`src/rtl/inst_prefetch_buf_pkg.sv`:
```
// rtl/inst_prefetch_buf_pkg.sv - shared fetch widths, PC step and reset PC for the prefetch buffer
package inst_prefetch_buf_pkg;

    // Instruction address bus width, default for ADDR_W
    localparam int INST_ADDR_BUS = 32;

    // Instruction bus width, default for DATA_W
    localparam int INST_BUS = 32;

    // Byte step between sequential instructions
    localparam int DEF_PC_INCR = 4;

    // First fetch address after reset
    localparam logic [INST_ADDR_BUS-1:0] DEF_RESET_PC = '0;

endpackage

```
`src/rtl/inst_prefetch_buf_sync_fifo.sv`:
```
// rtl/inst_prefetch_buf_sync_fifo.sv - synchronous FIFO with clear, count and combinational head read
module sync_fifo #(
    parameter  int WIDTH = 64,
    parameter  int DEPTH = 4,
    localparam int AW    = $clog2(DEPTH),
    localparam int CW    = AW + 1
) (
    input  logic             clk,
    input  logic             rst,
    input  logic             clear_i,
    input  logic             push_i,
    input  logic [WIDTH-1:0] push_data_i,
    input  logic             pop_i,
    output logic [WIDTH-1:0] head_o,
    output logic [CW-1:0]    count_o,
    output logic             empty_o
);

    logic [WIDTH-1:0] mem_q [DEPTH];
    logic [AW-1:0]    wr_ptr_q, wr_ptr_d;
    logic [AW-1:0]    rd_ptr_q, rd_ptr_d;
    logic [CW-1:0]    count_q, count_d;
    logic             full;
    logic             do_push;
    logic             do_pop;

    assign full    = (count_q == CW'(DEPTH));
    assign empty_o = (count_q == '0);
    assign count_o = count_q;
    assign head_o  = mem_q[rd_ptr_q];

    // A clear wins over push and pop; writes into a full FIFO and reads from an empty one are ignored
    assign do_push = push_i && !full && !clear_i;
    assign do_pop  = pop_i && !empty_o && !clear_i;

    // Pointer and occupancy next-state
    always_comb begin
        wr_ptr_d = wr_ptr_q;
        rd_ptr_d = rd_ptr_q;
        count_d  = count_q;
        if (clear_i) begin
            wr_ptr_d = '0;
            rd_ptr_d = '0;
            count_d  = '0;
        end else begin
            if (do_push) wr_ptr_d = wr_ptr_q + AW'(1);
            if (do_pop)  rd_ptr_d = rd_ptr_q + AW'(1);
            count_d = count_q + CW'(do_push) - CW'(do_pop);
        end
    end

    // Pointer and occupancy registers
    always_ff @(posedge clk) begin
        if (rst) begin
            wr_ptr_q <= '0;
            rd_ptr_q <= '0;
            count_q  <= '0;
        end else begin
            wr_ptr_q <= wr_ptr_d;
            rd_ptr_q <= rd_ptr_d;
            count_q  <= count_d;
        end
    end

    // Entry storage; contents are don't-care while the slot is not counted
    always_ff @(posedge clk) begin
        if (do_push) mem_q[wr_ptr_q] <= push_data_i;
    end

endmodule

```
`src/rtl/inst_prefetch_buf.sv`:
```
// rtl/inst_prefetch_buf.sv - instruction prefetch queue with credit-limited fetch and redirect flush
module inst_prefetch_buf
    import inst_prefetch_buf_pkg::*;
#(
    parameter int              ADDR_W   = INST_ADDR_BUS,
    parameter int              DATA_W   = INST_BUS,
    parameter int              DEPTH    = 4,
    parameter logic [ADDR_W-1:0] RESET_PC = ADDR_W'(DEF_RESET_PC),
    parameter int              PC_INCR  = DEF_PC_INCR
) (
    input  logic              clk,
    input  logic              rst,
    input  logic              redirect_i,
    input  logic [ADDR_W-1:0] redirect_pc_i,
    input  logic              core_ready_i,
    output logic [DATA_W-1:0] inst_o,
    output logic [ADDR_W-1:0] inst_pc_o,
    output logic              inst_valid_o,
    output logic              rom_ce_o,
    output logic [ADDR_W-1:0] rom_addr_o,
    input  logic              rom_gnt_i,
    input  logic [DATA_W-1:0] rom_data_i,
    input  logic              rom_rvalid_i
);

    localparam int CW = $clog2(DEPTH) + 1;
    localparam int EW = ADDR_W + DATA_W;

    logic [ADDR_W-1:0] fetch_pc_q, fetch_pc_d;
    logic [ADDR_W-1:0] resp_pc_q, resp_pc_d;
    logic [CW-1:0]     outst_q, outst_d;
    logic [CW-1:0]     drop_q, drop_d;

    logic [CW-1:0]     fifo_count;
    logic              fifo_empty;
    logic [EW-1:0]     fifo_head;
    logic [CW:0]       credits_used;
    logic              accept;
    logic              rv_ok;
    logic              fifo_push;
    logic              fifo_pop;

    // Every slot is either occupied or reserved by a granted request, so pushes never overflow
    assign credits_used = {1'b0, outst_q} + {1'b0, fifo_count};
    assign rom_ce_o     = !rst && !redirect_i && (credits_used < (CW+1)'(DEPTH));
    assign rom_addr_o   = fetch_pc_q;
    assign accept       = rom_ce_o && rom_gnt_i;

    // A response with nothing outstanding is a protocol error and is ignored entirely
    assign rv_ok     = rom_rvalid_i && (outst_q != '0);
    assign fifo_push = rv_ok && !redirect_i && (drop_q == '0);
    assign fifo_pop  = core_ready_i && inst_valid_o && !redirect_i;

    assign inst_valid_o = !fifo_empty;
    assign inst_o       = fifo_empty ? '0 : fifo_head[DATA_W-1:0];
    assign inst_pc_o    = fifo_empty ? resp_pc_q : fifo_head[EW-1:DATA_W];

    sync_fifo #(
        .WIDTH (EW),
        .DEPTH (DEPTH)
    ) u_fifo (
        .clk         (clk),
        .rst         (rst),
        .clear_i     (redirect_i),
        .push_i      (fifo_push),
        .push_data_i ({resp_pc_q, rom_data_i}),
        .pop_i       (fifo_pop),
        .head_o      (fifo_head),
        .count_o     (fifo_count),
        .empty_o     (fifo_empty)
    );

    // Fetch/response address, in-flight and discard counter next-state
    always_comb begin
        fetch_pc_d = fetch_pc_q;
        resp_pc_d  = resp_pc_q;
        drop_d     = drop_q;
        outst_d    = outst_q + CW'(accept) - CW'(rv_ok);
        if (redirect_i) begin
            fetch_pc_d = redirect_pc_i;
            resp_pc_d  = redirect_pc_i;
            drop_d     = outst_d;
        end else begin
            if (accept)    fetch_pc_d = fetch_pc_q + ADDR_W'(PC_INCR);
            if (fifo_push) resp_pc_d  = resp_pc_q + ADDR_W'(PC_INCR);
            if (rv_ok && (drop_q != '0)) drop_d = drop_q - CW'(1);
        end
    end

    // Address and counter registers
    always_ff @(posedge clk) begin
        if (rst) begin
            fetch_pc_q <= RESET_PC;
            resp_pc_q  <= RESET_PC;
            outst_q    <= '0;
            drop_q     <= '0;
        end else begin
            fetch_pc_q <= fetch_pc_d;
            resp_pc_q  <= resp_pc_d;
            outst_q    <= outst_d;
            drop_q     <= drop_d;
        end
    end

endmodule
```
`config.mk`:
```
export PLATFORM = sky130hd
export DESIGN_NAME = inst_prefetch_buf
export DESIGN_NICKNAME = d
export VERILOG_FILES = /design/src/rtl/inst_prefetch_buf_pkg.sv /design/src/rtl/inst_prefetch_buf_sync_fifo.sv /design/src/rtl/inst_prefetch_buf.sv
export SDC_FILE = /design/constraint.sdc
export NUM_CORES = 1
export LEC_CHECK = 0
export CAP_MARGIN = 20
export CELL_PAD_IN_SITES_DETAIL_PLACEMENT = 0
export CELL_PAD_IN_SITES_GLOBAL_PLACEMENT = 2
export CORE_ASPECT_RATIO = 0.75
export CORE_MARGIN = 3
export CORE_UTILIZATION = 40
export DETAILED_ROUTE_END_ITERATION = 6
export GPL_TIMING_DRIVEN = 0
export PLACE_DENSITY = 0.87
export SYNTH_ARGS = -nofsm -noshare
export SYNTH_HDL_FRONTEND = slang
export SYNTH_SLANG_ARGS = --single-unit
```
`constraint.sdc`:
```
create_clock -name clk -period 10.6 [get_ports clk]
set_input_delay 2.12 -clock clk [delete_from_list [all_inputs] [get_ports clk]]
set_output_delay 2.12 -clock clk [all_outputs]
set_load 0.02 [all_outputs]
```
-- Yosys cells after proc, flatten, opt, wreduce, memory -nomap -nowiden
Memories as Yosys holds them, arrays and structs flattened. A register that Yosys moved wholly into a read port is not among the register bits.
Cells that the tools add are included.
- register bits after elaboration: 77
- bits in latches: 0
- RAM bits: 256
- bits in read-only memories: 0
- input bits: 70
- output and inout port bits: 98
- word-level logic and storage cells: 57
- memories: 1
- add/sub/neg operators: 10
- multiply operators: 0
- div/mod/pow operators: 0
- magnitude comparators: 1
- equality and inequality tests: 1
- shifts and indexed selects: 0
- multiplexer cells: 12
- bitwise operators: 0
- reductions and logical operators: 25
- memories (memory ; depth ; bits a word ; rd ports ; clocked after Yosys merged registers in ; wr ports ; RTL line ; RTL):
    u_fifo.mem_q ; 4 ; 64 ; 1 ; 1 ; 1 ; inst_prefetch_buf_sync_fifo.sv:19 ; logic [WIDTH-1:0] mem_q [DEPTH];
- operator list (operator ; number):
    32-bit two-way mux ; 6
    32-bit by 3-bit adder with 32-bit output (second input constant) ; 2
    1-bit logical AND ; 13
    3-bit by 1-bit adder with 3-bit output ; 2
    3-bit logical NOT ; 2
    3-bit two-way mux ; 2
    2-bit nonzero test ; 3
    3-bit nonzero test ; 2
    3-bit by 1-bit subtractor with 3-bit output ; 2
    2-bit by 1-bit adder with 2-bit output (second input constant) ; 2
    3-bit by 3-bit adder with 4-bit output ; 1
    1-bit logical NOT ; 4
    4-bit by 3-bit < comparator with 1-bit output (second input constant) ; 1
    2-bit two-way mux ; 2
    3-bit equality test (second input constant) ; 1
    3-bit by 1-bit subtractor with 3-bit output (second input constant) ; 1
    1-bit two-way mux ; 2
    2-bit OR reduction ; 1

-- Logic depth before layout (Yosys ltp)
Gate-level depths: netlist of the first run.
- depth in word-level cells: 8
- gate-level depth with buffers: 13
- gate-level depth less buffers: 11

-- By module
From an unflattened synthesis of the first run, not the netlist that was laid out.
- cells, all modules: 947
- area, all modules: 14283.7 um^2
- by module, submodules not included (module ; instances ; cells an instance ; area each (um^2) ; sequential area each (um^2)):
    sync_fifo ; 1 ; 385 ; 9804.4 ; 7867.5
    inst_prefetch_buf ; 1 ; 562 ; 4479.3 ; 1401.3

-- Least setup slack after synthesis of the first run
No wires, ideal clock.
- path type: input -> output
- start: input rst
- end: output rom_ce_o
- arrival time: 3269 ps
- required time: 8480 ps
- setup slack: 5211 ps
- stages on the path: 4
- buffers on the path: 2
- cell sequence: buf_2 > or2_2 > clkbuf_1 > nor3b_1
- cells in the longest elaborated chain, start to end: 3
- RTL lines (element ; RTL line ; RTL):
    start, declared ; inst_prefetch_buf.sv:12 ; input logic rst,
    1-bit logical NOT ; inst_prefetch_buf.sv:45 ; assign rom_ce_o = !rst && !redirect_i && (credits_used < (CW+1)'(DEPTH));
    1-bit logical AND (2 in series) ; inst_prefetch_buf.sv:45 ;
    end, declared ; inst_prefetch_buf.sv:19 ; output logic rom_ce_o,
No other way between the ends.

-- Worst setup path after layout of the first run
Ends and elaborated chain as after synthesis.

==> qor.yml, run 1 <==
post_cts_resized: 0
layout_commonest_cell: "edfxtp_1"
coreArea_mm2: 0.0342
numClockSinks: 335
leakage_nw: 5.70
p_total_mw: 3.13
postCtsSetupRepairBufs: 0
rsz0062_at_grt: "false"
rows: 58
fp.dieH_um: 169
grt_pass1_wl_mm: 52.9
ys_seq_area_share_pct: 65.5
clock_latency_ns: 0.51
startpoint_type: "input port"
synth_area_mm2: 0.0142
asyncSetResetFlopFracSynth_pct: 0
mostFrequentLayoutCells: "edfxtp_1, clkdlybuf4s50_1, dfxtp_1"
diodes: 0
final-hold-violation-count: 0
ys_types: 55
tightestPinTransition_ns: 0.949
port_buffers: 165
grt_pass1_vias: 8753
grt_max_degree: 56
h-tree-depth: 2
cts_buffer_depth: 3
place_hpwl_mm: 23.7
clkTransAtPathRegs_ns: 0.06
setup_violations: 0
grt_antenna_before_repair: 0
avgSynthCellArea_um2: 15.5
io_pins: 168
crit_required_ns: 8.48
worst_setup_path_end_kind: "output pin"
yosysWarnings: 0
ctsHoldBuffers: 0
fin_skew_ns: 0.00981
die_w_um: 223
grt-ovfl-total: 0
syn_nets: 1001
p_per_area_mw_per_mm2: 178
netlist_instances: 915
finalCritPeriodShare_pct: 55.4
ys.flop_type: "edfxtp_1"
final.setup.tns_ns: 0
drc_errors: 0
numCtsBuffers: 34
ys_ff_latch: 335
hp-class: "reg2reg"
groute.usage.overall_pct: 18.4
fmax_mhz: 170
nets: 1207
fin_crit_ns: 5.87
vias: 8679
critPathMaxFanout: 10
cts-root-buf: "clkbuf_16"
drv_slew: 0
routed_wl_mm: 34.8
synth-edff-count: 256
post_drt_wl_per_cell_um: 21.8
design.die.area_mm2: 0.0377
dr.pass1.iters: 5
final_layout_size_suffix_gt1_share_pct: 15.6
cts_tree: "built"
gp_congestion: 0.870
area_delta_synth_final_pct: 24.2
status: "finished, final reports clean"
drt-initial-drc-count: 683
cap_violations: 0
ant_nets: 0
critPathArrivalTime_ns: 3.75
slew_headroom_pct: 36.4
hold_ws_ns: 0.461
avgViaCountPerCell: 5.44
setup.worst_path.class: "in2out"
initial_utilization_pct: 41.4
peakVddDrop_mv: 0.116
[cells in the mapped netlist (14+ instances only)]
| library cell | n | share of area, % |
|---|---|---|
| a21boi_0 | 19 | 1.0 |
| mux2_2 | 32 | 2.5 |
| and2_1 | 40 | 1.8 |
| nand4_1 | 18 | 0.80 |
| xor2_1 | 19 | 1.2 |
| dfxtp_1 | 79 | 11 |
| mux4_2 | 64 | 10 |
| inv_1 | 34 | 0.90 |
| a21oi_1 | 33 | 1.2 |
| edfxtp_1 | 256 | 54 |
| nor2_1 | 33 | 0.88 |
| nand2_1 | 37 | 0.98 |
| clkbuf_1 | 31 | 0.82 |
| nand3_1 | 22 | 0.78 |
| ha_1 | 14 | 1.2 |
| xnor2_1 | 33 | 2.0 |
[state kept, by name, indices dropped and copies added, names as in the netlist, named ones only]
| signal | count |
|---|---|
| u_fifo.rd_ptr_q | 2 |
| rom_addr_o | 32 |
| resp_pc_q | 32 |
| u_fifo.wr_ptr_q | 2 |
| u_fifo.mem_q | 256 |
| drop_q | 3 |
| u_fifo.count_o | 3 |
| outst_q | 3 |
[path summary, 6_finish.rpt]
check / from / end / slack [ns] / cells past startpoint
min reg2reg: rom_addr_o[0] / rom_addr_o[0] / 0.46 / 2
max reg2reg: u_fifo.count_o[1] / drop_q[2] / 7.18 / 13
min: rom_addr_o[0] / rom_addr_o[0] / 0.46 / 2
max: rst / rom_ce_o / 4.73 / 5
[where the power goes]
group | switching [mW] | internal (mW) | total (mW)
Sequential | 0.0506 | 1.48 | 1.53
Combinational | 0.226 | 0.199 | 0.425
Clock | 0.484 | 0.681 | 1.17
Total | 0.761 | 2.36 | 3.13
[critical path, cell delays in order]
cell and delay (ns):
buf_2 0.15, or2_2 0.27, clkbuf_1 0.30, nor3b_1 0.27, clkdlybuf4s50_1 0.64
[per-stage QoR]
step	utilization, %	area (um2)	setup slack [ns]	cells
3_3_place_gp	47.9	16400	3.62	1530
3_5_place_dp	48.2	16500	4.70	1534
4_1_cts	51.4	17600	4.70	1595
2_1_floorplan	-	14200	5.21	915
6_report	51.4	17600	4.73	1596
5_1_grt	51.4	17600	4.63	1596
[per-layer routing]
layer | up-vias | global-route usage [%] | part of all wire, %
met5 | - | 0 | 0
li1 | 3947 | - | -
met1 | 4445 | 27.2 | 46
met2 | 250 | 28.3 | 46
met4 | 0 | 3.65 | 1.4
met3 | 37 | 3.81 | 6.1
[cells by family after synthesis]
family          after synthesis  synth area share, %
flops                       335                 65.5
xor+xnor                     52                 3.22
buf+inv                      85                 2.48
compound gates              110                 5.24
mux                          98                 12.9
simple gates                219                 9.16
fa+ha+maj                    16                 1.52
[area by class of cell]
cell class	count	area [um2]
fill	2904	16600
sequential	335	9270
multi-input combinational	495	4540
timing repair buffer	170	1770
clock buffer	49	1000
tap	450	563
buffer	50	220
inverter	35	131
clock inverter	12	83.8
(Power assumes the default switching activity.)
==> run 2: changes to the inputs <==
- CORE_UTILIZATION: 40 -> 36
- PLACE_DENSITY: 0.87 -> 0.83
- clock period: 10.6 -> 5.2 ns (I/O delays scaled with it)
==> run 2 against run 1 <==
Compared with the run above:
- final area rose by 0.78%
- register-to-register slack got worse by 5.3 ns
- non-clock buffer count decreased by 1
- final cell count is 4.0% higher
- critical path type is now reg2out
- routed wire length is 0.10% lower
- largest power group unchanged
- largest cell class unchanged
- first-iteration DRC count up 0.88%
- sequential share of layout area down 0.41 points
- worst setup slack worse by 4.1 ns
- worst hold slack worse by 0.0023 ns
- clock power increased by 110%
- clock-buffer cell count decreased by 3
==> qor.yml, run 2 (synthesis gave the netlist of run 1 again) <==
status: "finished, final reports clean"  # unchanged
grt_antenna_before_repair: 2  # was 0
numCtsBuffers: 35  # was 34
critical_path.cell_chain: "or3_1 > clkbuf_1 > buf_1 > clkbuf_1 > nand2_1 > o21ai_0 > clkdlybuf4s50_1"  # was buf_2 > or2_2 > clkbuf_1 > nor3b_1 > clkdlybuf4s50_1
final_layout_size_suffix_gt1_share_pct: 15.9  # was 15.6%
postCtsSetupRepairBufs: 0  # unchanged
final_util_pct: 45.9  # was 51.4%
cap_violations: 0  # unchanged
h-tree-depth: 2  # unchanged
worstPathBufferInverterCount: 4  # was 3
cpPeakStageDelay_ns: 0.72  # was 0.64 ns
final.setup.worst_slack_ns: 0.582  # was 4.73 ns
fp.dieH_um: 178  # was 169 um
top_layer: "met4"  # unchanged
drc_errors: 0  # unchanged
place_hpwl_mm: 23.5  # was 23.7 mm
cts_tree: "built"  # unchanged
worst_setup_path_end_kind: "output pin"  # unchanged
largest_reg_flops: 256  # unchanged
avgViaCountPerCell: 5.14  # was 5.44
place_ws_ns: 1.01  # was 4.70 ns
clkTransAtPathRegs_ns: 0.06  # about the same
nets: 1207  # unchanged
die_w_um: 235  # was 223 um
path_delay_family: "buffers and inverters"  # unchanged
crit_required_ns: 4.16  # was 8.48 ns
place_inst: 1596  # was 1534
multi_input_area_mm2: 0.00454  # unchanged
vias: 8527  # was 8679
critPathMaxFanout: 10  # unchanged
startpoint_type: "flop"  # was input port
tightestPinTransition_ns: 0.990  # was 0.949 ns
place_area_mm2: 0.0166  # was 0.0165 mm2
peakVddDrop_mv: 0.193  # was 0.116 mV
slowest_stage: "buf_1"  # was clkdlybuf4s50_1
post_cts_resized: 0  # unchanged
fin_cells: 1660  # was 1596
wl_met1_mm: 17.1  # was 16.1 mm
routed_wl_mm: 34.7  # was 34.8 mm
fill_cells: 3405  # was 2904
dr.pass1.iters: 5  # unchanged
area_delta_synth_final_pct: 25.2  # was 24.2%
fin_crit_ns: 4.62
hp-class: "reg2reg"  # unchanged
io_pins: 168  # unchanged
post_drt_wl_per_cell_um: 20.9  # was 21.8 um
path_common_cell: "clkbuf_1"
rsz0062_at_grt: "false"  # unchanged
initial_utilization_pct: 36.7  # was 41.4%
drv_slew: 0  # unchanged
fin_skew_ns: 0.0181  # was 0.00981 ns
final.setup.tns_ns: 0  # unchanged
setup.worst_path.class: "reg2out"  # was in2out
grt_pass1_wl_mm: 53.7  # was 52.9 mm
rows: 62  # was 58
drt-initial-drc-count: 689  # was 683
clock_latency_ns: 0.53  # was 0.51 ns
setup_violations: 0  # unchanged
gp_congestion: 0.839  # was 0.870
grt-ovfl-total: 0  # unchanged
ant_nets: 0  # unchanged
ctsHoldBuffers: 0  # unchanged
grt_pass1_vias: 8617  # was 8753
wl_met2_mm: 15.3  # was 16.0 mm
slew_headroom_pct: 33.6  # was 36.4%
cts_buffer_depth: 3  # unchanged
final-hold-violation-count: 0  # unchanged
p_per_area_mw_per_mm2: 367  # was 178 mW/mm2
leakage_nw: 5.73  # was 5.70 nW
groute.usage.overall_pct: 16.8  # was 18.4%
met3_length_mm: 1.75  # was 2.13 mm
fmax_mhz: 217
design.die.area_mm2: 0.0417  # was 0.0377 mm2
port_buffers: 165  # unchanged
layout_commonest_cell: "edfxtp_1"  # unchanged
top_register: "u_fifo.mem_q"  # unchanged
ff_latch_area_mm2: 0.00927  # unchanged
finalCritPeriodShare_pct: 88.8
numClockSinks: 335  # unchanged
critPathArrivalTime_ns: 3.58  # was 3.75 ns
final_area_mm2: 0.0177  # was 0.0176 mm2
cts-root-buf: "clkbuf_16"  # unchanged
mostFrequentLayoutCells: "edfxtp_1, clkdlybuf4s50_1, dfxtp_1"  # unchanged
grt_max_degree: 43  # was 56
coreArea_mm2: 0.0386  # was 0.0342 mm2
-- run 2: cell type report --
cell class	instances	area share, %
antenna	1	0.0141
timing repair buffer	169	9.90
clock inverter	17	0.989
multi-input combinational	495	25.6
clock buffer	46	5.52
sequential	335	52.3
buffer	50	1.24
tap	512	3.62
inverter	35	0.742
-- run 2: worst paths after layout --
| kind | from | end | slack (ns) | depth (start not counted) |
|---|---|---|---|---|
| max | u_fifo.count_o[1] | inst_pc_o[18] | 0.58 | 7 |
| min | rom_addr_o[1] | rom_addr_o[1] | 0.46 | 2 |
| min reg2reg | rom_addr_o[1] | rom_addr_o[1] | 0.46 | 2 |
| max reg2reg | drop_q[0] | u_fifo.mem_q[0][41] | 1.93 | 7 |
-- run 2: per-stage QoR --
step	power [mW]	hold slack [ns]
after detailed placement	4.06	0.451
after global routing	6.77	0.499
after floorplan	3.66	0.473
final	6.50	0.458
after global placement	4.05	0.446
after CTS	6.59	0.460
-- run 2: power by group --
group,leakage [nW],internal [mW],total [mW],switching [mW]
logic,2.19,0.404,0.863,0.459
registers,2.98,3.02,3.13,0.104
clock network,0.555,1.48,2.51,1.03
-- run 2: tightest hold or removal path: stages (launching register included) --
cell and delay (ns):
dfxtp_1 0.31, nand2_1 0.05, a21oi_1 0.05
-- run 2: per-layer routing --
layer | track usage, % | vias up
met1 | 25.2 | 4296
met5 | 0 | -
met2 | 25.2 | 243
met3 | 3.32 | 39
met4 | 3.72 | 0
li1 | - | 3949
